## config.mk

```make
export PLATFORM = sky130hd
export DESIGN_NAME = uart_wb_debug_master
export DESIGN_NICKNAME = d
export VERILOG_FILES = /design/src/rtl/uart_wb_debug_master.sv
export SDC_FILE = /design/constraint.sdc
export NUM_CORES = 1
export LEC_CHECK = 0
export ABC_AREA = 1
export CAP_MARGIN = 25
export CELL_PAD_IN_SITES_DETAIL_PLACEMENT = 1
export CELL_PAD_IN_SITES_GLOBAL_PLACEMENT = 1
export CORE_MARGIN = 5
export CORE_UTILIZATION = 40
export CTS_BUF_LIST = sky130_fd_sc_hd__clkbuf_16
export DETAILED_ROUTE_END_ITERATION = 16
export PLACE_DENSITY = 0.86
export SKIP_CTS_REPAIR_TIMING = 1
export SYNTH_ARGS = -nofsm -noshare
export SYNTH_HDL_FRONTEND = slang
export SYNTH_SLANG_ARGS = --single-unit
```

## constraint.sdc

```tcl
create_clock -name wb_clk_i -period 1.8 [get_ports wb_clk_i]
set_input_delay 0.54 -clock wb_clk_i [delete_from_list [all_inputs] [get_ports wb_clk_i]]
set_output_delay 0.54 -clock wb_clk_i [all_outputs]
set_load 0.02 [all_outputs]
```

## src/rtl/uart_wb_debug_master.sv

```systemverilog
`default_nettype none
// +----------------------------------------------------------------------------+
// | Module   : uart_wb_debug_master                                            |
// | Purpose  : UART (8N1) to Wishbone classic debug master. The host sends      |
// |            'W' addr[4] data[4] or 'R' addr[4] (MSB first); the bridge runs  |
// |            one single-beat bus access and replies 'K'/'E' or data[4]/'E'.   |
// |            Unknown command bytes get '?'.                                   |
// | Ports    : wb_clk_i/wb_rst_i (async, active-low) ; uart_rx_i/uart_tx_o host |
// |            serial line ; wbm_* Wishbone classic master ; busy_o = not IDLE. |
// | Revision : 1.0 - initial release                                           |
// +----------------------------------------------------------------------------+
module uart_wb_debug_master #(
   parameter int CLK_DIV = 434,
   parameter int TIMEOUT = 255
) (
   input  logic        wb_clk_i,
   input  logic        wb_rst_i,
   input  logic        uart_rx_i,
   output logic        uart_tx_o,
   output logic [31:0] wbm_adr_o,
   output logic [31:0] wbm_dat_o,
   output logic [3:0]  wbm_sel_o,
   output logic        wbm_we_o,
   output logic        wbm_cyc_o,
   output logic        wbm_stb_o,
   output logic [2:0]  wbm_cti_o,
   output logic [1:0]  wbm_bte_o,
   input  logic [31:0] wbm_dat_i,
   input  logic        wbm_ack_i,
   input  logic        wbm_err_i,
   output logic        busy_o
);

   localparam int CW = $clog2(CLK_DIV + 1);
   localparam int TW = $clog2(TIMEOUT + 1);
   localparam logic [CW-1:0] DIV_LAST = CW'(CLK_DIV - 1);
   localparam logic [CW-1:0] DIV_HALF = CW'(CLK_DIV / 2 - 1);
   localparam logic [TW-1:0] TO_LAST  = TW'(TIMEOUT - 1);
   localparam logic [7:0]    CMD_W    = 8'h57;
   localparam logic [7:0]    CMD_R    = 8'h52;

   // ------------------------------------------------------------------ RX
   // rx_bit: 0 = start, 1..8 = data, 9 = stop. Start bit is checked at its
   // middle, every later sample is one full bit period after the previous one.
   logic          rx_meta, rx_sync, rx_prev, rx_busy, rx_valid, rx_ferr;
   logic [3:0]    rx_bit;
   logic [CW-1:0] rx_cnt;
   logic [7:0]    rx_byte;

   always_ff @(posedge wb_clk_i or negedge wb_rst_i) begin
      if (!wb_rst_i) begin
         rx_meta  <= 1'b1;
         rx_sync  <= 1'b1;
         rx_prev  <= 1'b1;
         rx_busy  <= 1'b0;
         rx_bit   <= '0;
         rx_cnt   <= '0;
         rx_byte  <= '0;
         rx_valid <= 1'b0;
         rx_ferr  <= 1'b0;
      end else begin
         rx_meta  <= uart_rx_i;
         rx_sync  <= rx_meta;
         rx_prev  <= rx_sync;
         rx_valid <= 1'b0;
         rx_ferr  <= 1'b0;
         if (!rx_busy) begin
            if (rx_prev && !rx_sync) begin
               rx_busy <= 1'b1;
               rx_bit  <= '0;
               rx_cnt  <= '0;
            end
         end else if (rx_cnt == ((rx_bit == 4'd0) ? DIV_HALF : DIV_LAST)) begin
            rx_cnt <= '0;
            rx_bit <= rx_bit + 4'd1;
            if (rx_bit == 4'd0 && rx_sync)
               rx_busy <= 1'b0;                      // start bit gone high: glitch
            else if (rx_bit == 4'd9) begin
               rx_busy  <= 1'b0;
               rx_valid <= rx_sync;
               rx_ferr  <= !rx_sync;
            end else if (rx_bit != 4'd0)
               rx_byte <= {rx_sync, rx_byte[7:1]};
         end else
            rx_cnt <= rx_cnt + 1'b1;
      end
   end

   // ------------------------------------------------------------------ TX
   // tx_ready is true in the last cycle of a stop bit so the next frame can
   // be loaded back-to-back without an idle cycle.
   logic          tx_active, tx_done, tx_ready, tx_load;
   logic [3:0]    tx_bit;
   logic [CW-1:0] tx_cnt;
   logic [9:0]    tx_shift;
   logic [7:0]    tx_byte;

   assign tx_done   = tx_active && tx_bit == 4'd9 && tx_cnt == DIV_LAST;
   assign tx_ready  = !tx_active || tx_done;
   assign uart_tx_o = tx_shift[0];

   always_ff @(posedge wb_clk_i or negedge wb_rst_i) begin
      if (!wb_rst_i) begin
         tx_active <= 1'b0;
         tx_bit    <= '0;
         tx_cnt    <= '0;
         tx_shift  <= '1;
      end else if (tx_load) begin
         tx_active <= 1'b1;
         tx_bit    <= '0;
         tx_cnt    <= '0;
         tx_shift  <= {1'b1, tx_byte, 1'b0};
      end else if (tx_active) begin
         if (tx_cnt == DIV_LAST) begin
            tx_cnt   <= '0;
            tx_bit   <= tx_bit + 4'd1;
            tx_shift <= {1'b1, tx_shift[9:1]};
            if (tx_bit == 4'd9)
               tx_active <= 1'b0;
         end else
            tx_cnt <= tx_cnt + 1'b1;
      end
   end

   // -------------------------------------------------------------- parser
   typedef enum logic [2:0] {S_IDLE, S_CMD, S_ADDR, S_DATA, S_BUS, S_RESP} state_t;
   state_t        state, state_nxt;
   logic [7:0]    cmd;
   logic          is_write, resp_done;
   logic [1:0]    fcnt, resp_left;
   logic [31:0]   adr, dat, resp_buf;
   logic [TW-1:0] tcnt;

   assign tx_byte = resp_buf[31:24];

   always_ff @(posedge wb_clk_i or negedge wb_rst_i) begin
      if (!wb_rst_i) state <= S_IDLE;
      else           state <= state_nxt;
   end

   always_comb begin
      state_nxt = state;
      tx_load   = 1'b0;
      case (state)
         S_IDLE: if (rx_valid) state_nxt = S_CMD;
         S_CMD:  state_nxt = (cmd == CMD_W || cmd == CMD_R) ? S_ADDR : S_RESP;
         S_ADDR: if (rx_valid && fcnt == 2'd3) state_nxt = is_write ? S_DATA : S_BUS;
         S_DATA: if (rx_valid && fcnt == 2'd3) state_nxt = S_BUS;
         S_BUS:  if (wbm_ack_i || wbm_err_i || tcnt == TO_LAST) state_nxt = S_RESP;
         S_RESP: if (tx_ready) begin
                    if (!resp_done) tx_load   = 1'b1;
                    else            state_nxt = S_IDLE;
                 end
         default: state_nxt = S_IDLE;
      endcase
      // A framing error abandons a half-received command; once the bus
      // access has started the command runs to completion.
      if (rx_ferr && state != S_BUS && state != S_RESP)
         state_nxt = S_IDLE;
   end

   always_ff @(posedge wb_clk_i or negedge wb_rst_i) begin
      if (!wb_rst_i) begin
         cmd       <= '0;
         is_write  <= 1'b0;
         fcnt      <= '0;
         adr       <= '0;
         dat       <= '0;
         tcnt      <= '0;
         resp_buf  <= '0;
         resp_left <= '0;
         resp_done <= 1'b0;
      end else begin
         tcnt <= (state == S_BUS) ? tcnt + 1'b1 : '0;
         case (state)
            S_IDLE: begin
               fcnt      <= '0;
               resp_done <= 1'b0;
               if (rx_valid) cmd <= rx_byte;
            end
            S_CMD: begin
               is_write  <= (cmd == CMD_W);
               resp_buf  <= {8'h3F, 24'h0};
               resp_left <= '0;
            end
            S_ADDR: if (rx_valid) begin
               adr  <= {adr[23:0], rx_byte};
               fcnt <= fcnt + 2'd1;                  // wraps to 0 for DATA
            end
            S_DATA: if (rx_valid) begin
               dat  <= {dat[23:0], rx_byte};
               fcnt <= fcnt + 2'd1;
            end
            S_BUS: begin
               // err beats ack; an ack on the timeout cycle still counts.
               if (wbm_err_i || (!wbm_ack_i && tcnt == TO_LAST)) begin
                  resp_buf  <= {8'h45, 24'h0};
                  resp_left <= '0;
               end else if (wbm_ack_i) begin
                  resp_buf  <= is_write ? {8'h4B, 24'h0} : wbm_dat_i;
                  resp_left <= is_write ? 2'd0 : 2'd3;
               end
            end
            S_RESP: if (tx_load) begin
               resp_buf <= {resp_buf[23:0], 8'h0};
               if (resp_left == 2'd0) resp_done <= 1'b1;
               else                   resp_left <= resp_left - 2'd1;
            end
            default: ;
         endcase
      end
   end

   // Bus outputs decode from the state register, so reset drops cyc at once.
   assign wbm_cyc_o = (state == S_BUS);
   assign wbm_stb_o = wbm_cyc_o;
   assign wbm_we_o  = wbm_cyc_o && is_write;
   assign wbm_sel_o = wbm_cyc_o ? 4'hF : 4'h0;
   assign wbm_adr_o = adr;
   assign wbm_dat_o = dat;
   assign wbm_cti_o = 3'b000;
   assign wbm_bte_o = 2'b00;
   assign busy_o    = (state != S_IDLE);

endmodule
`default_nettype wire

```

Yosys cells after proc, flatten, opt, wreduce, memory -nomap -nowiden
Index checks and enable logic that the tools add are counted.
{"block": "word_totals", "input_bits": 37, "output_inout_bits": 78, "ff_bits": 172}
{"block": "op_classes", "reduce_logical": 40, "addsub": 7, "n_bitwise": 2, "eq_ne": 27, "mux": 64}
{"operator": "$mux 32", "count": 4}
{"operator": "$pmux 32 s3", "count": 1}
{"operator": "$mux 9", "count": 7}
{"operator": "$mux 10", "count": 3}
{"operator": "$mux 4", "count": 7}
{"operator": "$mux 3", "count": 9}
{"operator": "$mux 1", "count": 22}
{"operator": "$ne 3x3->1 const B", "count": 7}
{"operator": "$add 9x1->9 const B", "count": 2}
{"operator": "$pmux 3 s6", "count": 1}
{"operator": "$eq 8x7->1 const B", "count": 2}
{"operator": "$mux 2", "count": 6}
{"operator": "$reduce_and 2->1", "count": 6}
{"operator": "$reduce_bool 2->1", "count": 5}
{"operator": "$eq 9x9->1", "count": 1}
{"operator": "$eq 9x9->1 const B", "count": 1}
{"operator": "$logic_and 1x1->1", "count": 9}
{"operator": "$add 4x1->4 const B", "count": 2}
{"operator": "$add 8x1->8 const B", "count": 1}
{"operator": "$eq 4x4->1 const B", "count": 2}
{"operator": "$eq 8x8->1 const B", "count": 1}
{"operator": "$mux 8", "count": 1}
{"operator": "$eq 3x2->1 const B", "count": 2}
{"operator": "$eq 3x3->1 const B", "count": 2}
{"operator": "other kinds (23)", "count": 36}

Depth between registers and ports, before layout
{"block": "depth", "ltp_word": 8, "mapped_depth": 14, "mapped_depth_nobuf": 13}

Worst setup path before layout
OpenSTA, ideal clock, no wires.
{"block": "synth_path", "kind": "reg2out", "startpoint": "reg state[1]", "endpoint": "out wbm_sel_o[0]", "arrival_ps": 1253, "stages_incl_launch_ff": 6, "path_slack_ps": 7, "required_ps": 1260, "path_cell_list": "dfrtp_1 -> nor2_2 -> nand2_4 -> inv_2 -> buf_2 -> buf_4"}
{"block": "synth_between", "elab_chain_cells": 2}
{"element": "start, declared", "line_no": "127", "source": "state_t state, state_nxt;"}
{"element": "start signal, assigned", "line_no": "138", "source": "else state <= state_nxt;"}
{"element": "$eq 3x3->1", "line_no": "215", "source": "assign wbm_cyc_o = (state == S_BUS);"}
{"element": "named net wbm_cyc_o", "line_no": "24", "source": "output logic wbm_cyc_o,"}
{"element": "$mux 4", "line_no": "218", "source": "assign wbm_sel_o = wbm_cyc_o ? 4'hF : 4'h0;"}
{"element": "end, declared", "line_no": "22", "source": "output logic [3:0] wbm_sel_o,"}
The timed path passes the listed nets, and every way through them passes these cells.

Final worst setup path
{"block": "layout_path", "startpoint": "reg state[0]", "endpoint": "out busy_o"}
{"block": "layout_between", "elab_chain_cells": 1}
{"element": "$reduce_bool 3->1", "line_no": "223", "source": "assign busy_o = (state != S_IDLE);"}
{"element": "end, declared", "line_no": "31", "source": "output logic busy_o"}
Every way passes these cells.

==> metrics <==
outcome complete, but fails checks; failing checks setup timing; worst hold path type reg2reg; CTS tree yes; setup TNS -1265 ps; Main synth FF type dfrtp_1; Top Layer Used met4; Synth Area in Compound Gates 0.07964; synth unique cells 40; cell count after synthesis slightly below 1000; Overflow after GRT 0; Final min period ~2000 ps; worst-margin pin slew 514.0 ps; worst setup path start state[0]$_DFFE_PN0P_; Final Util 0.5498; WL final between 20 and 30 mm; max-cap viol count 0; routed length on met1 10.57 mm; clk_skew 10.63 ps; GP Congestion between 0.8 and 0.9; #FFs+latches synth about 170; post-synthesis mux area share 0.02180; Syn Std Cell Area roughly 0.0083 mm²; largest family of logic cells by synthesized area simple AND/OR/NAND/NOR gates; clock buffer depth 2; top cell type's share of synthesized area 0.4815; Critical Path AT ~1500 ps; total track usage 0.1990; Die W 153.7 µm; Worst-path clk slew 70 ps; Post-synth EDFFs 0; origin of the critical flop-to-flop path tx_cnt[1]$_DFFE_PN0P_; CTS sink count approximately 170; Clk Latency, worst-skew pair about 440 ps; Residual DRC 0; PwrDens about 760 mW/mm²; Core ar. just over 0.02 mm²; Initial Util 0.4071; vias post-DR between 7000 and 8000; share of layout cells above drive strength 1 0.1954; ANT nets after route 0; Post-Synth Adder-Cell Area 0.01817; met3 WL about 1.4 mm; ANT cells 0; worst reg2reg path depth 12; commonest cells in the netlist 306 x nand2_1, 159 x dfrtp_1, 78 x inv_1, 69 x nand3_1, 62 x o21ai_0; endpoint class of the critical path primary output; initial antenna violation count 0; vias in the first global route approximately 7700; nets between 1000 and 1500; register-to-register path setup slack -20 ps; Rows 52; die area roughly 0.024 mm²; IO Pins between 100 and 150; post-synthesis xor/xnor area fraction 0.01166; Slew HR 0.6547; First-pass DRT Iterations 5; cts bufs inserted 17; peak supply drop 0.0006736 V; Tot Pwr between 0.008 and 0.009 W; routed len/inst between 15 and 20 µm; CP Class reg2out; Iter 0 DRT Violations around 410; Synth area leaders dfrtp_1 48%, nand2_1 14%, nand3_1 4.2%; Crit path required time 1260 ps; PortBufs 109; Leak Pwr around 6.5 nW; Hold Vio Cnt, Final 0; DR vias/cell roughly 5.2; half-perimeter wire length after placement 15.75 mm; synth warn 0; syn_area_per_cell roughly 8.5 µm²; Final WS setup -193.4 ps; RSZ-0062 raised after global routing true; Setup violations, final 13; Met2 Wirelength around 14 mm; H-tree depth 4; Critical Path End busy_o; worst-path fanout max 3; Seq/Total Area, Yosys 0.5196; Post-synth ARST share 1.000; Syn-to-layout area delta 35.05%; reg2reg end resp_buf[11]$_DFFE_PN0P_; most numerous cell in the Yosys netlist nand2_1; largest net degree at the start of global routing 57; die height roughly 150 µm; crit share post-route 1.107; Synth Area in Simple Gates 0.2693; most area-hungry cell type in the Yosys netlist dfrtp_1; Final Max Tran Viols 0; Clock Tree Root clkbuf_16; critical path launch point type flop; first-pass GRT wire length ~39 mm; f_max around 500 MHz
through the flow:
| stage | hold slack (ps) | cell area (µm²) | std cells | setup WS, ps |
|---|---|---|---|---|
| floorplan | 244.4 | 8279 | 978 | 6.800 |
| global placement | 347.3 | 9906 | 1361 | -210.8 |
| detailed placement | 355.7 | 9906 | 1361 | -310.6 |
| CTS | -12.42 | 10510 | 1393 | -675.5 |
| global route | 362.1 | 11160 | 1411 | -271.1 |
| finish | 361.1 | 11160 | 1411 | -193.4 |
worst max-delay path, stage by stage (launching register included):
cell,delay [ps]
dfrtp_1,410
nor2_4,150
inv_1,70
nor2_1,140
inv_1,80
buf_2,170
cells by family (layout without fill, tap and decap cells):
group / count (synthesis) / count (layout)
AOI/OAI and AO/OA: 117 / 117
xor gates and xnor gates: 11 / 11
adders and majority gates: 12 / 12
buffers and inverters: 140 / 300
DFF: 171 / 171
muxes: 16 / 16
other: 1 / 5
and+or+nand+nor: 506 / 509
placed cells by master, fill, tap and decap left out, types with 3 or more instances in the layout:
cell	synthesis	final
buf_12	0	9
buf_8	0	4
nand3_1	69	63
buf_6	7	16
xor2_1	9	9
nor3_1	9	9
nand2_8	1	6
inv_2	6	6
o211ai_1	8	8
o22ai_1	5	5
nor2_4	2	8
nand2_1	306	285
dlymetal6s2s_1	0	65
nand3b_1	19	19
clkbuf_16	0	17
clkinv_1	3	3
buf_4	13	50
nand4_1	21	21
clkinvlp_4	0	3
nor2_1	58	50
dfstp_2	12	12
a21oi_1	24	24
ha_1	12	10
clkdlybuf4s50_1	0	35
nand2_2	11	28
o21ai_0	62	61
mux2_2	16	16
o21ai_1	4	5
nor2_2	2	4
or2_2	3	3
inv_1	78	74
inv_8	0	4
nand2_4	2	4
inv_6	0	8
dfrtp_1	159	158
nand3_2	0	5
conb_1	1	5
o21ai_2	9	8
sequential cells by signal, indices dropped and copies added, names as in the netlist, 9 cells and up:
register,cells
resp_buf,32
rx_cnt,9
tx_cnt,9
tx_shift,9
wbm_adr_o,32
wbm_dat_o,32
area by class of cell:
class / instances / area (µm²)
clock buffer: 17 / 425.4
clock inverter: 15 / 177.7
tap: 270 / 337.8
multi-input combinational: 670 / 3596
sequential: 171 / 4295
timing repair buffer: 181 / 1974
fill: 2365 / 9139
inverter: 87 / 354.1
power by group:
part | internal, W | switching, W
Clock | 0.00211 | 0.00178
Combinational | 0.000222 | 0.000327
Sequential | 0.00393 | 0.0000882
metal layers:
layer,up-vias,track usage
met3,51,0.04497
met5,-,0
met2,201,0.3551
met1,3678,0.2438
li1,3431,-
met4,0,0.05088
how the worst min path moves through the flow:
stage,from,end,depth (start not counted)
final,rx_meta$_DFF_PN1_,rx_sync$_DFF_PN1_,0
after detailed placement,rx_meta$_DFF_PN1_,rx_sync$_DFF_PN1_,0
after CTS,wb_rst_i,tcnt[2]$_DFF_PN0_,1
after floorplan,wb_rst_i,cmd[0]$_DFFE_PN0P_,0
after global routing,rx_meta$_DFF_PN1_,rx_sync$_DFF_PN1_,0
after global placement,rx_meta$_DFF_PN1_,rx_sync$_DFF_PN1_,0
(Power assumes the default switching activity.)
